**config.mk**
```make
export PLATFORM = sky130hd
export DESIGN_NAME = pixel_upscaler_3x_flat
export DESIGN_NICKNAME = d
export VERILOG_FILES = /design/src/rtl/pixel_upscaler_3x_pkg.sv /design/src/rtl/pixel_upscaler_3x_if.sv /design/src/rtl/pixel_upscaler_3x_blend3.sv /design/src/rtl/pixel_upscaler_3x.sv /design/src/flat_wrapper.sv
export SDC_FILE = /design/constraint.sdc
export NUM_CORES = 1
export LEC_CHECK = 0
export BUFFER_PORTS_ARGS = -buffer_cell sky130_fd_sc_hd__buf_2
export CAP_MARGIN = 20
export CORE_MARGIN = 5
export CORE_UTILIZATION = 50
export CTS_CLUSTER_SIZE = 24
export DETAILED_ROUTE_END_ITERATION = 10
export PLACE_DENSITY = 0.67
export SLEW_MARGIN = 5
export SYNTH_ARGS = -nofsm -noshare
export SYNTH_HDL_FRONTEND = slang
export SYNTH_SLANG_ARGS = --single-unit
```
**constraint.sdc**
```tcl
create_clock -name clk -period 8 [get_ports clk]
set_input_delay 0.4 -clock clk [delete_from_list [all_inputs] [get_ports clk]]
set_output_delay 0.4 -clock clk [all_outputs]
set_load 0.05 [all_outputs]
```
**src/rtl/pixel_upscaler_3x_pkg.sv**
```systemverilog
// Shared constants and arithmetic helpers for the 3x pixel upscaler.
// Provides counter sizing and exact divide-by-3 for the interpolation sums.
package upscaler_pkg;

  localparam int SCALE = 3;
  localparam int PIX_W = 8;

  function automatic int cnt_w(input int n);
    return (n <= 2) ? 1 : $clog2(n);
  endfunction

  // x*683 >> 11 is exact floor(x/3) for every 10-bit x
  function automatic logic [PIX_W-1:0] div3(input logic [9:0] x);
    logic [20:0] p;
    p = 21'(x) * 21'd683;
    return p[18:11];
  endfunction

endpackage

```
**src/rtl/pixel_upscaler_3x_if.sv**
```systemverilog
// Pixel stream bundle between the frame feeder, the upscaler and the pixel sink.
// slave = upscaler side, master = feeder/sink side.
interface pixel_upscaler_3x_if;
  logic [7:0] pixel_in;
  logic       input_valid;
  logic [7:0] pixel_out;
  logic       output_valid;

  modport slave  (input  pixel_in, input_valid, output pixel_out, output_valid);
  modport master (output pixel_in, input_valid, input  pixel_out, output_valid);
endinterface

```
**src/rtl/pixel_upscaler_3x_blend3.sv**
```systemverilog
// Combinational 3-phase blend: phase0 (2A+B)/3, phase1 (A+2B)/3, phase2 B.
module upscaler_blend3
  import upscaler_pkg::*;
(
  input  logic [PIX_W-1:0] a_i,
  input  logic [PIX_W-1:0] b_i,
  input  logic [1:0]       phase_i,
  output logic [PIX_W-1:0] y_o
);

  logic [9:0] sum_aab;
  logic [9:0] sum_abb;

  assign sum_aab = {1'b0, a_i, 1'b0} + 10'(b_i);
  assign sum_abb = 10'(a_i) + {1'b0, b_i, 1'b0};

  always_comb begin
    y_o = b_i;
    case (phase_i)
      2'd0:    y_o = div3(sum_aab);
      2'd1:    y_o = div3(sum_abb);
      default: y_o = b_i;
    endcase
  end

endmodule

```
**src/rtl/pixel_upscaler_3x.sv**
```systemverilog
// Streaming 3x grayscale upscaler: horizontal linear interpolation over feeder-repeated pixels.
// Define UPSCALER_VERT_INTERP_EN for vertical interpolation via a line buffer (latency 1 -> 2).
module pixel_upscaler_3x
  import upscaler_pkg::*;
#(
  parameter int IMG_W = 128,
  parameter int IMG_H = 72
) (
  input  logic                clk,
  input  logic                rst,
  pixel_upscaler_3x_if.slave  px_if
);

  localparam int CW = cnt_w(IMG_W);
  localparam int RW = cnt_w(IMG_H);

  logic [1:0]       hph_q, hph_d;
  logic [1:0]       vph_q, vph_d;
  logic [CW-1:0]    col_q, col_d;
  logic [RW-1:0]    row_q, row_d;
  logic [PIX_W-1:0] a_q, a_d;
  logic [PIX_W-1:0] a_eff;
  logic [PIX_W-1:0] h_pix;
  logic [PIX_W-1:0] pix_q, pix_d;
  logic             vld_q;

  always_comb begin
    hph_d = hph_q;
    vph_d = vph_q;
    col_d = col_q;
    row_d = row_q;
    a_d   = a_q;
    if (px_if.input_valid) begin
      if (hph_q == 2'd2) begin
        hph_d = 2'd0;
        a_d   = px_if.pixel_in;
        if (col_q == CW'(IMG_W - 1)) begin
          col_d = '0;
          if (vph_q == 2'd2) begin
            vph_d = 2'd0;
            row_d = (row_q == RW'(IMG_H - 1)) ? '0 : row_q + 1'b1;
          end else begin
            vph_d = vph_q + 2'd1;
          end
        end else begin
          col_d = col_q + 1'b1;
        end
      end else begin
        hph_d = hph_q + 2'd1;
      end
    end
  end

  // Left edge replicates the first pixel instead of blending with stale A
  assign a_eff = (col_q == '0) ? px_if.pixel_in : a_q;

  upscaler_blend3 u_hblend (
    .a_i     (a_eff),
    .b_i     (px_if.pixel_in),
    .phase_i (hph_q),
    .y_o     (h_pix)
  );

  always_ff @(posedge clk or posedge rst) begin
    if (rst) begin
      hph_q <= '0;
      vph_q <= '0;
      col_q <= '0;
      row_q <= '0;
      a_q   <= '0;
    end else begin
      hph_q <= hph_d;
      vph_q <= vph_d;
      col_q <= col_d;
      row_q <= row_d;
      a_q   <= a_d;
    end
  end

`ifdef UPSCALER_VERT_INTERP_EN
  localparam int LB_D = SCALE * IMG_W;
  localparam int IW   = cnt_w(LB_D);

  logic [PIX_W-1:0] lbuf [LB_D];
  logic [IW-1:0]    lb_idx;
  logic [PIX_W-1:0] u_q;
  logic [PIX_W-1:0] h_s1_q;
  logic [1:0]       vph_s1_q;
  logic             row0_s1_q;
  logic             vld_s1_q;
  logic [PIX_W-1:0] u_eff;
  logic [PIX_W-1:0] v_pix;

  assign lb_idx = IW'(col_q) * IW'(SCALE) + IW'(hph_q);

  // Same-index read/write only happens on vph2, where U is not used
  always_ff @(posedge clk) begin
    if (px_if.input_valid) begin
      u_q <= lbuf[lb_idx];
      if (vph_q == 2'd2) lbuf[lb_idx] <= h_pix;
    end
  end

  always_ff @(posedge clk or posedge rst) begin
    if (rst) begin
      h_s1_q    <= '0;
      vph_s1_q  <= '0;
      row0_s1_q <= 1'b0;
      vld_s1_q  <= 1'b0;
    end else begin
      vld_s1_q <= px_if.input_valid;
      if (px_if.input_valid) begin
        h_s1_q    <= h_pix;
        vph_s1_q  <= vph_q;
        row0_s1_q <= (row_q == '0);
      end
    end
  end

  assign u_eff = row0_s1_q ? h_s1_q : u_q;

  upscaler_blend3 u_vblend (
    .a_i     (u_eff),
    .b_i     (h_s1_q),
    .phase_i (vph_s1_q),
    .y_o     (v_pix)
  );

  assign pix_d = vld_s1_q ? v_pix : pix_q;

  always_ff @(posedge clk or posedge rst) begin
    if (rst) begin
      pix_q <= '0;
      vld_q <= 1'b0;
    end else begin
      pix_q <= pix_d;
      vld_q <= vld_s1_q;
    end
  end
`else
  assign pix_d = px_if.input_valid ? h_pix : pix_q;

  always_ff @(posedge clk or posedge rst) begin
    if (rst) begin
      pix_q <= '0;
      vld_q <= 1'b0;
    end else begin
      pix_q <= pix_d;
      vld_q <= px_if.input_valid;
    end
  end
`endif

  assign px_if.pixel_out    = pix_q;
  assign px_if.output_valid = vld_q;

endmodule

```
**src/flat_wrapper.sv**
```systemverilog
// flat-port wrapper written by rule: the top's interface ports become plain ports
module pixel_upscaler_3x_flat import upscaler_pkg::*;
#(
  parameter int IMG_W = 128,
  parameter int IMG_H = 72
)
  (clk, rst, px_if_pixel_in, px_if_input_valid, px_if_pixel_out, px_if_output_valid);
  pixel_upscaler_3x_if px_if_i ();
  input  logic clk;
  input  logic rst;
  input wire logic [$bits(px_if_i.pixel_in)-1:0] px_if_pixel_in;
  input wire logic [$bits(px_if_i.input_valid)-1:0] px_if_input_valid;
  output wire logic [$bits(px_if_i.pixel_out)-1:0] px_if_pixel_out;
  output wire logic [$bits(px_if_i.output_valid)-1:0] px_if_output_valid;
  assign px_if_i.pixel_in = px_if_pixel_in;
  assign px_if_i.input_valid = px_if_input_valid;
  assign px_if_pixel_out = px_if_i.pixel_out;
  assign px_if_output_valid = px_if_i.output_valid;
  pixel_upscaler_3x #(.IMG_W(IMG_W), .IMG_H(IMG_H)) u_core (.clk(clk), .rst(rst), .px_if(px_if_i));
endmodule
```
=== Word-level counts from Yosys, hierarchy flattened ===
Cells that the tools add are included.
Widths: inputs -> output; s select.

* Memories: 0
* ROM bits: 0
* Bits of input ports: 11
* Bits in registers: 26
* Word-level logic and storage cells: 21
* Bits in latches: 0
* Output and inout port bits: 9
* RAM bits: 0

* Add/subtract/negate cells: 4
* Eq/ne operators: 3
* Multiply operators: 2
* Divide/modulo/power cells: 0
* Shift-type cells: 0
* Multiplexer cells: 4
* Bitwise gates (word level): 0
* Order comparisons: 0
* Reductions and logical operators: 3

{| class="wikitable"
|+ Operators by type and width
! kind !! number
|-
| $mul 10x10->19 const B || 2
|-
| $pmux 8 s2 || 1
|-
| $add 8x9->10 || 1
|-
| $add 9x8->10 || 1
|-
| $mux 8 || 1
|-
| $add 7x1->7 const B || 1
|-
| $eq 7x7->1 const B || 1
|-
| $logic_not 7->1 || 1
|-
| $mux 7 || 1
|-
| $add 2x1->2 const B || 1
|-
| $eq 2x1->1 const B || 1
|-
| $eq 2x2->1 const B || 1
|-
| $logic_not 2->1 || 1
|-
| $mux 2 || 1
|-
| $reduce_and 2->1 || 1
|}

=== Logic depth before layout (Yosys ltp) ===
Gate-level depths: netlist of run 1.

* Depth in word-level cells: 5
* Gate-level depth with buffers: 31
* Mapped depth without buffers: 31

=== Modules after synthesis ===
From an unflattened synthesis of run 1, not the netlist that was laid out.

* Cell total of the unflattened synthesis: 534
* Area, all modules: 5113.7 µm²

{| class="wikitable"
|+ By module, submodules not included
! module !! seq. area each (µm²) !! area each (µm²) !! cells an instance !! instances
|-
| upscaler_blend3 || 0.0 || 3937.5 || 426 || 1
|-
| pixel_upscaler_3x || 650.6 || 1176.1 || 108 || 1
|}

=== Worst setup path before layout of run 1 ===
OpenSTA, ideal clock, no wires.

* Path kind: flip-flop to flip-flop
* From: reg u_core.col_q[2]
* To: reg u_core.pix_q[7] (netlist: u_core.px_if.pixel_out[7])
* Setup time: 94 ps
* Slack: 1100 ps
* Data required time: 7906 ps
* Clock period less this slack: 6900 ps
* Path buffers: 0
* Stages on the path, launching flop included: 27
* Arrival: 6806 ps
* Cells stage by stage: dfrtp_1 nor4_2 nand2_2 o21ai_0 ha_1 a21o_1 a21oi_1 o21ai_0 a21o_1 a21o_1 xnor2_1 inv_1 ha_1 ha_1 fa_1 fa_1 inv_1 fa_1 inv_1 ha_1 nand4_1 a2111o_1 a31o_2 a211oi_1 nor3_1 xnor2_1 a221oi_2

* Longest elaborated chain between the ends: 5
* Elaborated cells between the ends (all ways): 7
* Classes of those cells: 2 x add/sub; 2 x mul; 2 x mux; 1 x reduce/logical

{| class="wikitable"
|+ RTL lines
! what !! RTL line !! RTL
|-
| from (decl) || pixel_upscaler_3x.sv:19 || <nowiki>logic [CW-1:0] col_q, col_d;</nowiki>
|-
| from (signal assigned) || pixel_upscaler_3x.sv:74 || <nowiki>col_q <= col_d;</nowiki>
|-
| $logic_not 7->1 * || pixel_upscaler_3x.sv:55 || <nowiki>assign a_eff = (col_q == '0) ? px_if.pixel_in : a_q;</nowiki>
|-
| $mux 8 * || pixel_upscaler_3x.sv:55 ||
|-
| $add 8x9->10 / $add 9x8->10 (equally long branches) || pixel_upscaler_3x_blend3.sv:15, pixel_upscaler_3x_blend3.sv:14 ||
|-
| $mul 10x10->19 || pixel_upscaler_3x_pkg.sv:15 || <nowiki>p = 21'(x) * 21'd683;</nowiki>
|-
| $pmux 8 s2 * || pixel_upscaler_3x_blend3.sv:19 || <nowiki>case (phase_i)</nowiki>
|-
| to (signal assigned) || pixel_upscaler_3x.sv:148 || <nowiki>pix_q <= pix_d;</nowiki>
|-
| to (decl) || pixel_upscaler_3x.sv:24 || <nowiki>logic [PIX_W-1:0] pix_q, pix_d;</nowiki>
|}

Every way passes the cells marked *; elsewhere a longest branch is shown, timed or not.
A chain may end at the register's enable or synchronous reset.

=== Final worst setup path of run 1 ===
* From: reg u_core.col_q[0]
* To: reg u_core.pix_q[7] (netlist: u_core.px_if.pixel_out[7])

Same word-level chain as after synthesis.

==> results.py, run 1 <==
metrics = {
    "global_route": {
        "grt.total_usage": 0.191,
        "antenna_found_initial": 0,
        "grt_max_degree": 27,
        "overflow": 0,
        "grt_pass1_vias": 4144,
        "grt_first_pass_wirelength_um": 20000,
    },
    "sta": {
        "clock_skew_ns": 0.00824,
        "hold_slack_ns": 0.143,
        "min_period_ns": 7.43,
        "fin_setup_tns_ns": 0,
        "max-slew-margin-rel": 0.565,
        "setup_viol": 0,
        "hold_violations": 0,
        "period_share": 0.929,
        "clock.fmax_mhz": 135,
        "worst_pin_slew_ns": 0.648,
        "rsz0062_at_grt": "no",
        "drv_slew": 0,
    },
    "worst_setup_path": {
        "critPathRequiredTime_ns": 8.18,
        "cp.arrival_ns": 7.62,
        "path_class": "flop to flop",
        "rr_worst_depth": 29,
        "cpMaxStageDelayCell": "fa_1",
        "crit_path_end_kind": "flop",
        "slowest_delay_ns": 0.52,
        "cp-start-kind": "flop",
        "regToRegSetupSlack_ns": 0.57,
        "cp_common_cell": "inv_1",
        "timing.rr.start": "u_core.col_q[0]$_DFFE_PP0P_",
        "worst-path-max-fanout": 8,
        "r2r-end": "u_core.px_if.pixel_out[7]$_DFFE_PP0P_",
    },
    "logic_synthesis": {
        "synth_area_sq_um": 5280,
        "synth.distinct_cells": 53,
        "synthFlopType": "dfrtp_1",
        "synth_edf_count": 0,
        "synth-seq-cells": 26,
        "syn_inst": 571,
        "ys_warn_count": 0,
        "seq_area_frac_synth": 0.123,
        "synthArstFlopShare": 1.00,
        "syn_nets": 757,
        "synth.avg_cell_area_sq_um": 9.24,
    },
    "detailed_routing": {
        "routed_via_density": 5.55,
        "first_iter_violations": 164,
        "totalWireLength_um": 11800,
        "num_vias": 4023,
        "first_pass_iters": 5,
        "drcViolationCount": 0,
        "ant_nets": 0,
        "routedWlPerCell_um": 16.2,
    },
    "layout": {
        "final_layout_size_suffix_gt1_frac": 0.0781,
        "nNetsFinal": 776,
        "diodes": 0,
        "fillers": 955,
        "postLayoutCoreUtil": 0.546,
        "area_growth_syn_to_layout_pct": 6.83,
    },
    "placement": {
        "portBuffers": 19,
        "routabilityCongestion": 0.887,
        "dp_hpwl_um": 10400,
    },
    "clock_network": {
        "hold_buffers": 0,
        "cts_root_buf": "clkbuf_8",
        "clk_latency_ns": 0.27,
        "postCtsSetupRepairBufs": 0,
        "cts_tree": "built",
        "clk_path_buf_depth": 2,
        "cts_inserted_buffers": 3,
        "h-tree-depth": 1,
        "clock_sinks": 26,
        "clkTransAtPathRegs_ns": 0.10,
    },
    "die": {
        "die_area_sq_um": 12700,
        "rows": 37,
        "core_sq_um": 10300,
        "start_util": 0.511,
        "io_pins": 20,
        "die_h_um": 113,
        "fp.dieW_um": 113,
    },
    "run": {
        "max_cap_violations": 0,
    },
    "min_path": {
        "hold_class": "input port to async pin",
    },
    "status": {
        "status": "finished clean",
    },
}
-- cell families after synthesis --
logic type | Yosys count | share of synthesized area
compound gates | 101 | 0.138
mux | 8 | 0.0164
xor+xnor | 40 | 0.0664
buf+inv | 101 | 0.0718
flops | 26 | 0.123
simple gates | 120 | 0.110
fa+ha+maj | 175 | 0.475
-- cells in the final DEF (no fill, tap or decap), drive strengths merged, types with 5 or more instances in the layout --
master    n
nand2    47
ha      133
nand2b    5
dfrtp    26
nand3    16
buf      22
inv      93
nor3      6
xnor2    23
a21o     13
a21oi    24
mux2      5
o21ai    20
nor2     19
and3      5
o211ai    5
xor2     17
fa       42
-- worst max-delay path, delay by kind of cell (launching register included) --
family	cells	cell delay (ns)
adder cells (fa/ha/maj)	9	3.22
multiplexers	1	0.35
AND/OR/NAND/NOR	4	0.76
XOR/XNOR	2	0.42
buffers and inverters	6	0.45
AO/OA/AOI/OAI	7	1.71
flip-flops	1	0.42
-- final cells by class --
cell class	count	area, sq um	area share
clock buffers	3	41.3	0.00732
clock inverters	1	30.0	0.00533
inverters	93	349	0.0619
multi-input cells	444	4260	0.755
flip-flops and latches	26	651	0.115
well taps	136	170	0.0302
repair buffers	22	138	0.0244
-- stage by stage --
stage,cell area [sq um],setup WS (ns),instances
after CTS,5600,0.328,724
after global placement,5530,0.528,720
after detailed placement,5530,0.366,720
final,5640,0.566,725
after global routing,5640,0.0510,725
after floorplan,5280,1.10,571
-- flip-flops by register name (all words and copies together), names as in the netlist --
register                   cells
u_core.col_q                   7
u_core.hph_q                   2
u_core.a_q                     8
u_core.px_if.output_valid      1
u_core.px_if.pixel_out         8
-- synth_stat cells, types with 3 or more instances --
cell	count	area, sq um
a2111o_1	3	33.8
a21o_1	13	97.6
a21oi_1	23	115
a31oi_1	4	25.0
and2_1	4	25.0
and3_1	3	18.8
clkbuf_1	8	30.0
dfrtp_1	26	651
fa_1	42	841
ha_1	133	1660
inv_1	93	349
mux2_2	5	56.3
mux2i_1	3	30.0
nand2_1	46	173
nand2b_1	5	31.3
nand3_1	16	80.1
nand4_1	3	18.8
nor2_1	19	71.3
nor2b_1	4	25.0
nor3_1	6	30.0
o2111ai_1	3	26.3
o211ai_1	5	37.5
o21a_1	4	30.0
o21ai_0	19	95.1
o221ai_1	3	26.3
o22ai_1	3	18.8
or3_1	3	18.8
xnor2_1	23	201
xor2_1	17	149
-- worst max path at each step --
stage,startpoint,endpoint,slack (ns),cells past startpoint
finish,u_core.col_q[0]$_DFFE_PP0P_,u_core.px_if.pixel_out[7]$_DFFE_PP0P_,0.57,29
global route,u_core.col_q[0]$_DFFE_PP0P_,u_core.px_if.pixel_out[7]$_DFFE_PP0P_,0.05,29
CTS,u_core.col_q[0]$_DFFE_PP0P_,u_core.px_if.pixel_out[7]$_DFFE_PP0P_,0.33,28
detailed placement,u_core.col_q[0]$_DFFE_PP0P_,u_core.px_if.pixel_out[7]$_DFFE_PP0P_,0.37,28
global placement,u_core.col_q[0]$_DFFE_PP0P_,u_core.px_if.pixel_out[7]$_DFFE_PP0P_,0.53,28
floorplan,u_core.col_q[2]$_DFFE_PP0P_,u_core.px_if.pixel_out[7]$_DFFE_PP0P_,1.10,26
-- metal layers --
metal / global-route usage / vias up / wire length [um]
li1: - / 2002 / -
met1: 0.246 / 1953 / 5230
met2: 0.347 / 47 / 6060
met3: 0.00802 / 21 / 154
met4: 0.0537 / 0 / 323
met5: 0 / - / 0
-- timing repair --
action / CTS / global route
endpoints found under the hold margin: 0 / 0
resized for setup: 0 / 3
setup endpoints to repair: 0 / 5
Power of run 1 is left out: the tool's default activity adds up to more than one toggle a clock period on the data nets, which glitch-free logic cannot reach.
==> run 2: changes to the inputs <==
--- a/config.mk
+++ b/config.mk
@@ -15,4 +15,5 @@
 export SLEW_MARGIN = 5
 export SYNTH_ARGS = -nofsm -noshare
 export SYNTH_HDL_FRONTEND = slang
+export SYNTH_HIERARCHICAL = 1
 export SYNTH_SLANG_ARGS = --single-unit
==> run 2 against run 1 <==
Effect of this change: critical path type unchanged; setup slack got worse by 0.18 ns; worst hold slack got worse by 0.046 ns; critical path depth increased by 1; largest cell class unchanged; via count decreased by 6.8%; highest routed layer unchanged; maximum frequency decreased by 2.4%.
==> results.py, run 2 <==
metrics = {
    "status": {
        "status": "finished clean",
    },
    "clock_network": {
        "clk_latency_ns": 0.26,
        "clk_path_buf_depth": 2,
        "cts_root_buf": "clkbuf_8",
        "clkTransAtPathRegs_ns": 0.09,
        "cts_tree": "built",
        "cts_inserted_buffers": 3,
        "h-tree-depth": 1,
        "clock_sinks": 26,
    },
    "worst_setup_path": {
        "rr_worst_depth": 30,
        "cp-startpoint": "u_core/col_q[2]$_DFFE_PP0P_",
        "cpMaxStageDelayCell": "fa_1",
        "r2r-end": "u_core/px_if.pixel_out[5]$_DFFE_PP0P_",
        "path_class": "flop to flop",
        "cp_common_cell": "inv_1",
        "timing.rr.start": "u_core/col_q[2]$_DFFE_PP0P_",
        "worst-path-max-fanout": 8,
        "critPathRequiredTime_ns": 8.15,
        "crit_path_end_kind": "flop",
        "slowest_delay_ns": 0.53,
        "cp.arrival_ns": 7.77,
        "regToRegSetupSlack_ns": 0.39,
        "cp-start-kind": "flop",
    },
    "logic_synthesis": {
        "yosysTopAreaCellShare": 0.321,
        "synth.top_cells.by_area": "ha_1 (32%), fa_1 (17%), dfrtp_1 (13%)",
        "synth_most_common_cell": "ha_1",
        "synthFlopType": "dfrtp_1",
        "synthArstFlopShare": 1.00,
        "seq_area_frac_synth": 0.127,
        "yosys-top-cells-count": "ha_1 (131), inv_1 (92), fa_1 (43)",
        "ys_warn_count": 6,
        "syn_inst": 534,
        "syn_nets": 719,
        "synth.avg_cell_area_sq_um": 9.58,
        "yosys.area.top_type": "ha_1",
        "synth.distinct_cells": 53,
        "synth_area_sq_um": 5110,
        "synth_edf_count": 0,
        "synth-seq-cells": 26,
    },
    "sta": {
        "period_share": 0.952,
        "clock_skew_ns": 0.00427,
        "drv_slew": 0,
        "rsz0062_at_grt": "no",
        "hold_violations": 0,
        "fin_setup_tns_ns": 0,
        "min_period_ns": 7.61,
        "worst_pin_slew_ns": 0.646,
        "max-slew-margin-rel": 0.567,
        "clock.fmax_mhz": 131,
        "setup_viol": 0,
    },
    "placement": {
        "routabilityCongestion": 0.926,
        "dp_hpwl_um": 9290,
        "portBuffers": 19,
        "place_area_sq_um": 5340,
    },
    "layout": {
        "mostFrequentLayoutCell": "ha_1",
        "final_layout_size_suffix_gt1_frac": 0.108,
        "area_growth_syn_to_layout_pct": 7.41,
        "mostFrequentLayoutCells": "ha_1 (131), inv_1 (92), fa_1 (43)",
        "post-route-cell-area_sq_um": 5490,
        "diodes": 0,
        "nNetsFinal": 740,
        "fillers": 911,
    },
    "die": {
        "start_util": 0.504,
        "core_sq_um": 10100,
        "io_pins": 20,
        "fp.dieW_um": 111,
        "die_h_um": 111,
        "die_area_sq_um": 12300,
        "rows": 37,
    },
    "min_path": {
        "hold_class": "input port to async pin",
    },
    "run": {
        "max_cap_violations": 0,
    },
    "detailed_routing": {
        "ant_nets": 0,
        "first_iter_violations": 126,
        "totalWireLength_um": 10500,
        "num_vias": 3751,
        "drcViolationCount": 0,
        "routed_via_density": 5.44,
        "first_pass_iters": 4,
        "routedWlPerCell_um": 15.3,
    },
    "global_route": {
        "antenna_found_initial": 0,
        "grt_pass1_vias": 3898,
        "grt_max_degree": 27,
        "overflow": 0,
        "grt_first_pass_wirelength_um": 18100,
        "grt.total_usage": 0.174,
    },
}
## run 2: layer usage
layer,share of wire,GRT usage,vias up
li1,-,-,1862
met4,0.010,0.0251,0
met5,0,0,-
met1,0.48,0.238,1829
met3,0.022,0.00819,10
met2,0.49,0.313,50
## run 2: how the worst max path moves through the flow
stage	end	slack (ns)	cells after the start
final	u_core/px_if.pixel_out[5]$_DFFE_PP0P_	0.39	30
after global routing	u_core/px_if.pixel_out[7]$_DFFE_PP0P_	0.02	30
after CTS	u_core/px_if.pixel_out[6]$_DFFE_PP0P_	0.17	31
after detailed placement	u_core/px_if.pixel_out[6]$_DFFE_PP0P_	0.20	31
after global placement	u_core/px_if.pixel_out[5]$_DFFE_PP0P_	0.32	30
after floorplan	u_core/px_if.pixel_out[5]$_DFFE_PP0P_	0.68	30
## run 2: per-stage QoR
stage | std cells | hold slack, ns | util | worst slack, ns
after floorplan | 534 | 0.431 | - | 0.681
after global placement | 683 | 0.455 | 0.527 | 0.321
after detailed placement | 683 | 0.461 | 0.527 | 0.199
after CTS | 687 | 0.367 | 0.534 | 0.168
after global routing | 690 | 0.111 | 0.542 | 0.0201
final | 690 | 0.0971 | 0.542 | 0.385
## run 2: layout make-up
| class | count | area, sq um | area share |
|---|---|---|---|
| repair buffers | 22 | 138 | 0.0251 |
| well taps | 136 | 170 | 0.0310 |
| flip-flops and latches | 26 | 653 | 0.119 |
| inverters | 92 | 345 | 0.0629 |
| clock buffers | 3 | 41.3 | 0.00752 |
| multi-input cells | 410 | 4120 | 0.749 |
| clock inverters | 1 | 30.0 | 0.00547 |
## run 2: cells by family (layout without fill, tap and decap cells)
group / Yosys count / after routing / share of synthesized area
compound gates: 76 / 76 / 0.102
xor+xnor: 35 / 35 / 0.0599
fa+ha+maj: 174 / 174 / 0.489
buf+inv: 98 / 118 / 0.0746
flops: 26 / 26 / 0.127
mux: 22 / 22 / 0.0477
simple gates: 103 / 103 / 0.0998
## run 2: critical path, delay by kind of cell (launching register included)
kind	cells	cell delay, ns
AO/OA/AOI/OAI	7	1.18
XOR/XNOR	1	0.21
adder cells (fa/ha/maj)	8	3.14
buffers and inverters	5	0.32
flip-flops	1	0.46
multiplexers	3	0.86
AND/OR/NAND/NOR	6	1.31
## run 2: what timing repair did
item / 4_1_cts / 5_1_grt
buffers inserted: 0 / 2
hold buffers: 0 / 0
gates resized for setup: 0 / 7
endpoints found under the setup margin: 0 / 7
Power of run 2 is left out for the same reason.
